--- src/rtl/sha256_pkg.sv ---
// Shared constants and state encoding for the SHA-256 digest output path.
package sha256_pkg;
    localparam int DIGEST_W     = 256;
    localparam int DIGEST_BYTES = 32;
    localparam int HEX_CHARS    = 64;
    localparam logic [7:0] CHAR_CR = 8'h0D;
    localparam logic [7:0] CHAR_LF = 8'h0A;

    typedef enum logic [1:0] {SER_IDLE, SER_SEND, SER_DONE} ser_state_t;
endpackage

--- src/rtl/hex_nibble_ascii.sv ---
// Maps one 4-bit nibble to its lowercase ASCII hex character.
module hex_nibble_ascii (
    input  logic [3:0] nibble,
    output logic [7:0] ascii
);
    assign ascii = (nibble < 4'd10) ? (8'h30 + {4'h0, nibble}) : (8'h57 + {4'h0, nibble});
endmodule

--- src/rtl/sha256_digest_serializer.sv ---
// Captures a SHA-256 digest on the rising edge of hash_rdy and streams it out MSB-first
// as raw bytes or lowercase hex characters, optionally followed by CR/LF.
//  state    | meaning
//  SER_IDLE | waiting for a new digest
//  SER_SEND | presenting tx_data, advancing on each accepted byte
//  SER_DONE | one-cycle done pulse, then back to idle
module sha256_digest_serializer
    import sha256_pkg::*;
#(
    parameter bit HEX_ASCII      = 1'b1,
    parameter bit APPEND_NEWLINE = 1'b1
) (
    input  logic                clk,
    input  logic                rst,
    input  logic                hash_rdy,
    input  logic [DIGEST_W-1:0] hash_val,
    input  logic                tx_ready,
    output logic [7:0]          tx_data,
    output logic                tx_valid,
    output logic                busy,
    output logic                done,
    output logic                overrun
);
    localparam int DIG_LEN = HEX_ASCII ? HEX_CHARS : DIGEST_BYTES;
    localparam int N_CHARS = DIG_LEN + (APPEND_NEWLINE ? 2 : 0);
    localparam int SHIFT   = HEX_ASCII ? 4 : 8;
    localparam logic [6:0] LAST_IDX = 7'(N_CHARS - 1);
    localparam logic [6:0] DIG_IDX  = 7'(DIG_LEN);

    ser_state_t          state_q, state_d;
    logic [DIGEST_W-1:0] shreg_q, shreg_d;
    logic [6:0]          count_q, count_d;
    logic                hash_rdy_q;
    logic                overrun_q, overrun_d;
    logic                tx_valid_q, tx_valid_d;
    logic                done_q, done_d;
    logic                start, xfer, in_trailer;
    logic [7:0]          hex_char;

    hex_nibble_ascii u_hex (
        .nibble (shreg_q[DIGEST_W-1 -: 4]),
        .ascii  (hex_char)
    );

    assign start      = hash_rdy & ~hash_rdy_q;
    assign xfer       = tx_valid_q & tx_ready;
    assign in_trailer = (count_q >= DIG_IDX);

    // hash_rdy_q resets high so a level held through reset is not taken as a new digest
    always_ff @(posedge clk) begin
        if (rst) begin
            state_q    <= SER_IDLE;
            shreg_q    <= '0;
            count_q    <= '0;
            hash_rdy_q <= 1'b1;
            overrun_q  <= 1'b0;
            tx_valid_q <= 1'b0;
            done_q     <= 1'b0;
        end else begin
            state_q    <= state_d;
            shreg_q    <= shreg_d;
            count_q    <= count_d;
            hash_rdy_q <= hash_rdy;
            overrun_q  <= overrun_d;
            tx_valid_q <= tx_valid_d;
            done_q     <= done_d;
        end
    end

    always_comb begin
        state_d    = state_q;
        shreg_d    = shreg_q;
        count_d    = count_q;
        overrun_d  = overrun_q;
        tx_valid_d = tx_valid_q;
        done_d     = 1'b0;
        case (state_q)
            SER_IDLE: begin
                if (start) begin
                    shreg_d    = hash_val;
                    count_d    = '0;
                    tx_valid_d = 1'b1;
                    state_d    = SER_SEND;
                end
            end
            SER_SEND: begin
                if (start) overrun_d = 1'b1;
                if (xfer) begin
                    if (count_q == LAST_IDX) begin
                        count_d    = '0;
                        tx_valid_d = 1'b0;
                        done_d     = 1'b1;
                        state_d    = SER_DONE;
                    end else begin
                        count_d = count_q + 7'd1;
                        if (!in_trailer) shreg_d = shreg_q << SHIFT;
                    end
                end
            end
            SER_DONE: begin
                if (start) overrun_d = 1'b1;
                state_d = SER_IDLE;
            end
            default: state_d = SER_IDLE;
        endcase
    end

    always_comb begin
        tx_data = '0;
        if (state_q == SER_SEND) begin
            if (in_trailer)     tx_data = (count_q == DIG_IDX) ? CHAR_CR : CHAR_LF;
            else if (HEX_ASCII) tx_data = hex_char;
            else                tx_data = shreg_q[DIGEST_W-1 -: 8];
        end
    end

    assign tx_valid = tx_valid_q;
    assign busy     = (state_q != SER_IDLE);
    assign done     = done_q;
    assign overrun  = overrun_q;
endmodule
--- config.mk ---
export PLATFORM = sky130hd
export DESIGN_NAME = sha256_digest_serializer
export DESIGN_NICKNAME = d
export VERILOG_FILES = /design/src/rtl/sha256_pkg.sv /design/src/rtl/hex_nibble_ascii.sv /design/src/rtl/sha256_digest_serializer.sv
export SDC_FILE = /design/constraint.sdc
export NUM_CORES = 1
export LEC_CHECK = 0
export CORE_MARGIN = 2
export CORE_UTILIZATION = 47
export CTS_CLUSTER_DIAMETER = 50
export DETAILED_ROUTE_END_ITERATION = 10
export GPL_ROUTABILITY_DRIVEN = 0
export PLACE_DENSITY = 0.77
export SLEW_MARGIN = 20
export SYNTH_ARGS = -nofsm -noshare
export SYNTH_HDL_FRONTEND = slang
export SYNTH_HIERARCHICAL = 1
export SYNTH_SLANG_ARGS = --single-unit
--- constraint.sdc ---
create_clock -name clk -period 1.66 [get_ports clk]
set_input_delay 0.249 -clock clk [delete_from_list [all_inputs] [get_ports clk]]
set_output_delay 0.249 -clock clk [all_outputs]
set_load 0.005 [all_outputs]
==> flow_metrics.py <==
metrics = {
    "flow_run": {
        "drv_cap": 0,
    },
    "pwr": {
        "ir_drop_mv": 0.899,
        "p_leak_nw": 6.77,
        "power.density_nw_per_um2": 1740,
    },
    "sta": {
        "rsz0062_at_grt": "true",
        "fin_setup_tns_ns": -70.62,
        "tightest_slew_ns": 0.678,
        "fmax_mhz": 487,
        "finalCriticalPeriod_ns": 2.05,
        "fin_hold_ws_ns": 0.0246,
        "finClkSkew_ns": 0.0124,
        "slew_headroom_pct": 54.8,
        "timing.final.ws_setup_ns": -0.395,
        "final_max_slew_viol_count": 0,
        "setup_viol_count_final": 273,
        "hold_viol": 0,
        "fin_crit_sh_pct": 124,
    },
    "global_route": {
        "grt_pass1_wl_um": 66600,
        "grt_pass1_vias": 12800,
        "grt_use_total_pct": 28.2,
        "grt_max_degree": 92,
        "grt_overflow_total": 0,
        "grt_antenna_before_repair": 3,
    },
    "logic_synthesis": {
        "syn_nets": 1613,
        "synth-edff-count": 0,
        "postSynthRegisterBits": 269,
        "yosysTopAreaCellShare_pct": 41.7,
        "syn-cell-area_um2": 12900,
        "ys_warn_count": 6,
        "ys_top_cells_by_count": "dfxtp_1 (269), a21oi_1 (252), o22ai_1 (214)",
        "syn_area_per_cell_um2": 9.59,
        "synth_most_common_cell": "dfxtp_1",
        "ys_async_sr_fraction_pct": 0,
        "yosys.area.top_type": "dfxtp_1",
        "synth_ff_type": "dfxtp_1",
        "synth.area.top_cells": "dfxtp_1 (42%), a211oi_2 (17%), o22ai_1 (10%)",
        "synth.distinct_cells": 51,
        "synthCells": 1346,
        "synth-seq-area-share_pct": 41.7,
    },
    "critical_path": {
        "crit_path_end_kind": "flop",
        "cpLargestDelayFamily": "buffers and inverters",
        "start_kind": "flop",
        "path_cells": "ha_4 > buf_6 > buf_6 > nor2_4 > a41oi_4 > buf_6 > buf_12 > buf_8 > buf_12 > a21oi_1 > a211oi_1",
        "crit_arrival_ns": 2.45,
        "path_class": "reg -> reg",
        "worst-path-buf-inv": 6,
        "path_common_cell": "buf_6",
        "critPathMaxStageDelay_ns": 0.40,
        "crit_fanout": 9,
        "crit_path_top_delay_cell": "dfxtp_4",
        "cp_data_required_time_ns": 2.05,
    },
    "die": {
        "pin_count": 272,
        "start_util_pct": 47.9,
        "die_area_um2": 28800,
        "die_w_um": 170,
        "core-area_um2": 27000,
        "die_h_um": 170,
        "rows": 60,
    },
    "clock_tree": {
        "clockBufferDepth": 3,
        "path_clk_slew_ns": 0.06,
        "cts_tree": "yes",
        "insertion_delay_ns": 0.50,
        "htreeDepth": 2,
        "root_buffer": "clkbuf_16",
        "cts_sinks": 269,
        "cts_buffers": 34,
        "holdBufCountCts": 0,
    },
    "placement": {
        "place_area_um2": 16700,
        "hpwl_um": 24900,
        "portBuffers": 270,
        "pre_cts_ws_ns": -0.491,
        "dp.cells": 1907,
    },
    "layout": {
        "fillers": 1730,
        "instances_no_fill": 2040,
        "area_growth_pct": 52.4,
        "layout-drive-gt1-share_pct": 32.9,
        "final_nets": 1938,
        "register_area_um2": 5400,
        "multi_input_area_um2": 6990,
        "final_cell_area_um2": 19700,
    },
    "status": {
        "violations": "negative setup slack",
        "status": "finished with violations",
    },
    "routing": {
        "drcViolationCount": 0,
        "initialDrtViolationCount": 1038,
        "wire_per_inst_um": 22.0,
        "ant_nets": 0,
        "drt_first_pass_iters": 5,
        "viasPerCell": 6.41,
        "drt_wl_total_um": 44800,
        "vias": 13100,
    },
    "min_path": {
        "hp-class": "in -> reg",
    },
}
[timing repair]
item,in CTS,in global routing
buffers inserted,30,9
gates resized for setup,168,53
pin swaps,46,24
gates cloned,17,15
setup endpoints to repair,271,275
[cell type report]
type | instances | area share (%)
multi-input combinational | 886 | 35.5
sequential | 269 | 27.4
tap | 341 | 2.17
clock inverter | 12 | 0.636
inverter | 11 | 0.248
clock buffer | 48 | 5.07
timing repair buffer | 469 | 28.9
antenna | 4 | 0.0509
[path summary, 6_finish.rpt]
| path | start | to | slack (ns) | depth (start not counted) |
|---|---|---|---|---|
| setup / recovery | state_q[0] | shreg_q[223] | -0.39 | 11 |
| hold / removal | rst | shreg_q[179] | 0.02 | 2 |
| setup reg to reg | state_q[0] | shreg_q[223] | -0.39 | 11 |
| hold reg to reg | overrun | overrun | 0.47 | 2 |
[per-stage QoR]
step | utilization [%] | total power, mW
after CTS | 70.6 | 32.5
after detailed placement | 62.0 | 22.7
after global placement | 62.0 | 22.3
after floorplan | - | 19.0
after global routing | 73.0 | 35.7
final | 73.0 | 34.2
[registers in the layout, indices dropped and copies added (netlist names)]
register and flops:
shreg_q 256, count_q 7, state_q 2, hash_rdy_q 1
done 1, tx_valid 1, overrun 1
[cells in the final DEF (no fill, tap or decap), drive strengths merged, types with 2 or more instances in the layout]
cell type and count:
o21ai 45, nand2 3, o211ai 2, diode 4
buf 196, a32o 4, o22ai 214, nand3 4
a211oi 253, clkbuf 59, o31ai 3, ha 7
or4 2, o211a 2, nand2b 4, a21oi 262
dfxtp 269, nor2b 2, and2 5, bufinv 2
inv 11, nor3b 2, nor2 10, clkinvlp 3
xnor2 3, a21boi 3, clkinv 7, clkdlybuf4s50 261
or3 40, conb 2
[worst reg2reg max path: stages (launching register included)]
cell	delay, ns
dfxtp_4	0.40
ha_4	0.17
buf_6	0.10
buf_6	0.10
nor2_4	0.04
a41oi_4	0.22
buf_6	0.15
buf_12	0.12
buf_8	0.13
buf_12	0.14
a21oi_1	0.09
a211oi_1	0.28
[per-layer routing]
metal / wire length, um / track usage, % / part of all wire (%) / vias up
met4: 1520 / 9.36 / 3.4 / 0
li1: - / - / - / 5959
met1: 17600 / 35.2 / 39 / 6311
met3: 3300 / 4.73 / 7.4 / 124
met5: 0 / 0 / 0 / -
met2: 22400 / 49.4 / 50 / 688
[kinds of logic after synthesis]
family | share of synthesized area [%]
adders and majority gates | 0.678
AOI/OAI and AO/OA | 46.1
and+or+nand+nor | 3.47
DFF | 41.7
xor gates and xnor gates | 0.262
buffers and inverters | 7.69
other | 0.0582
[power by group]
group / leakage [nW] / switching, mW / total, mW / internal [mW]
Combinational: 4.01 / 8.55 / 17.2 / 8.66
Clock: 0.544 / 2.83 / 7.35 / 4.51
Sequential: 2.21 / 1.25 / 9.64 / 8.39
(Power assumes the default switching activity.)
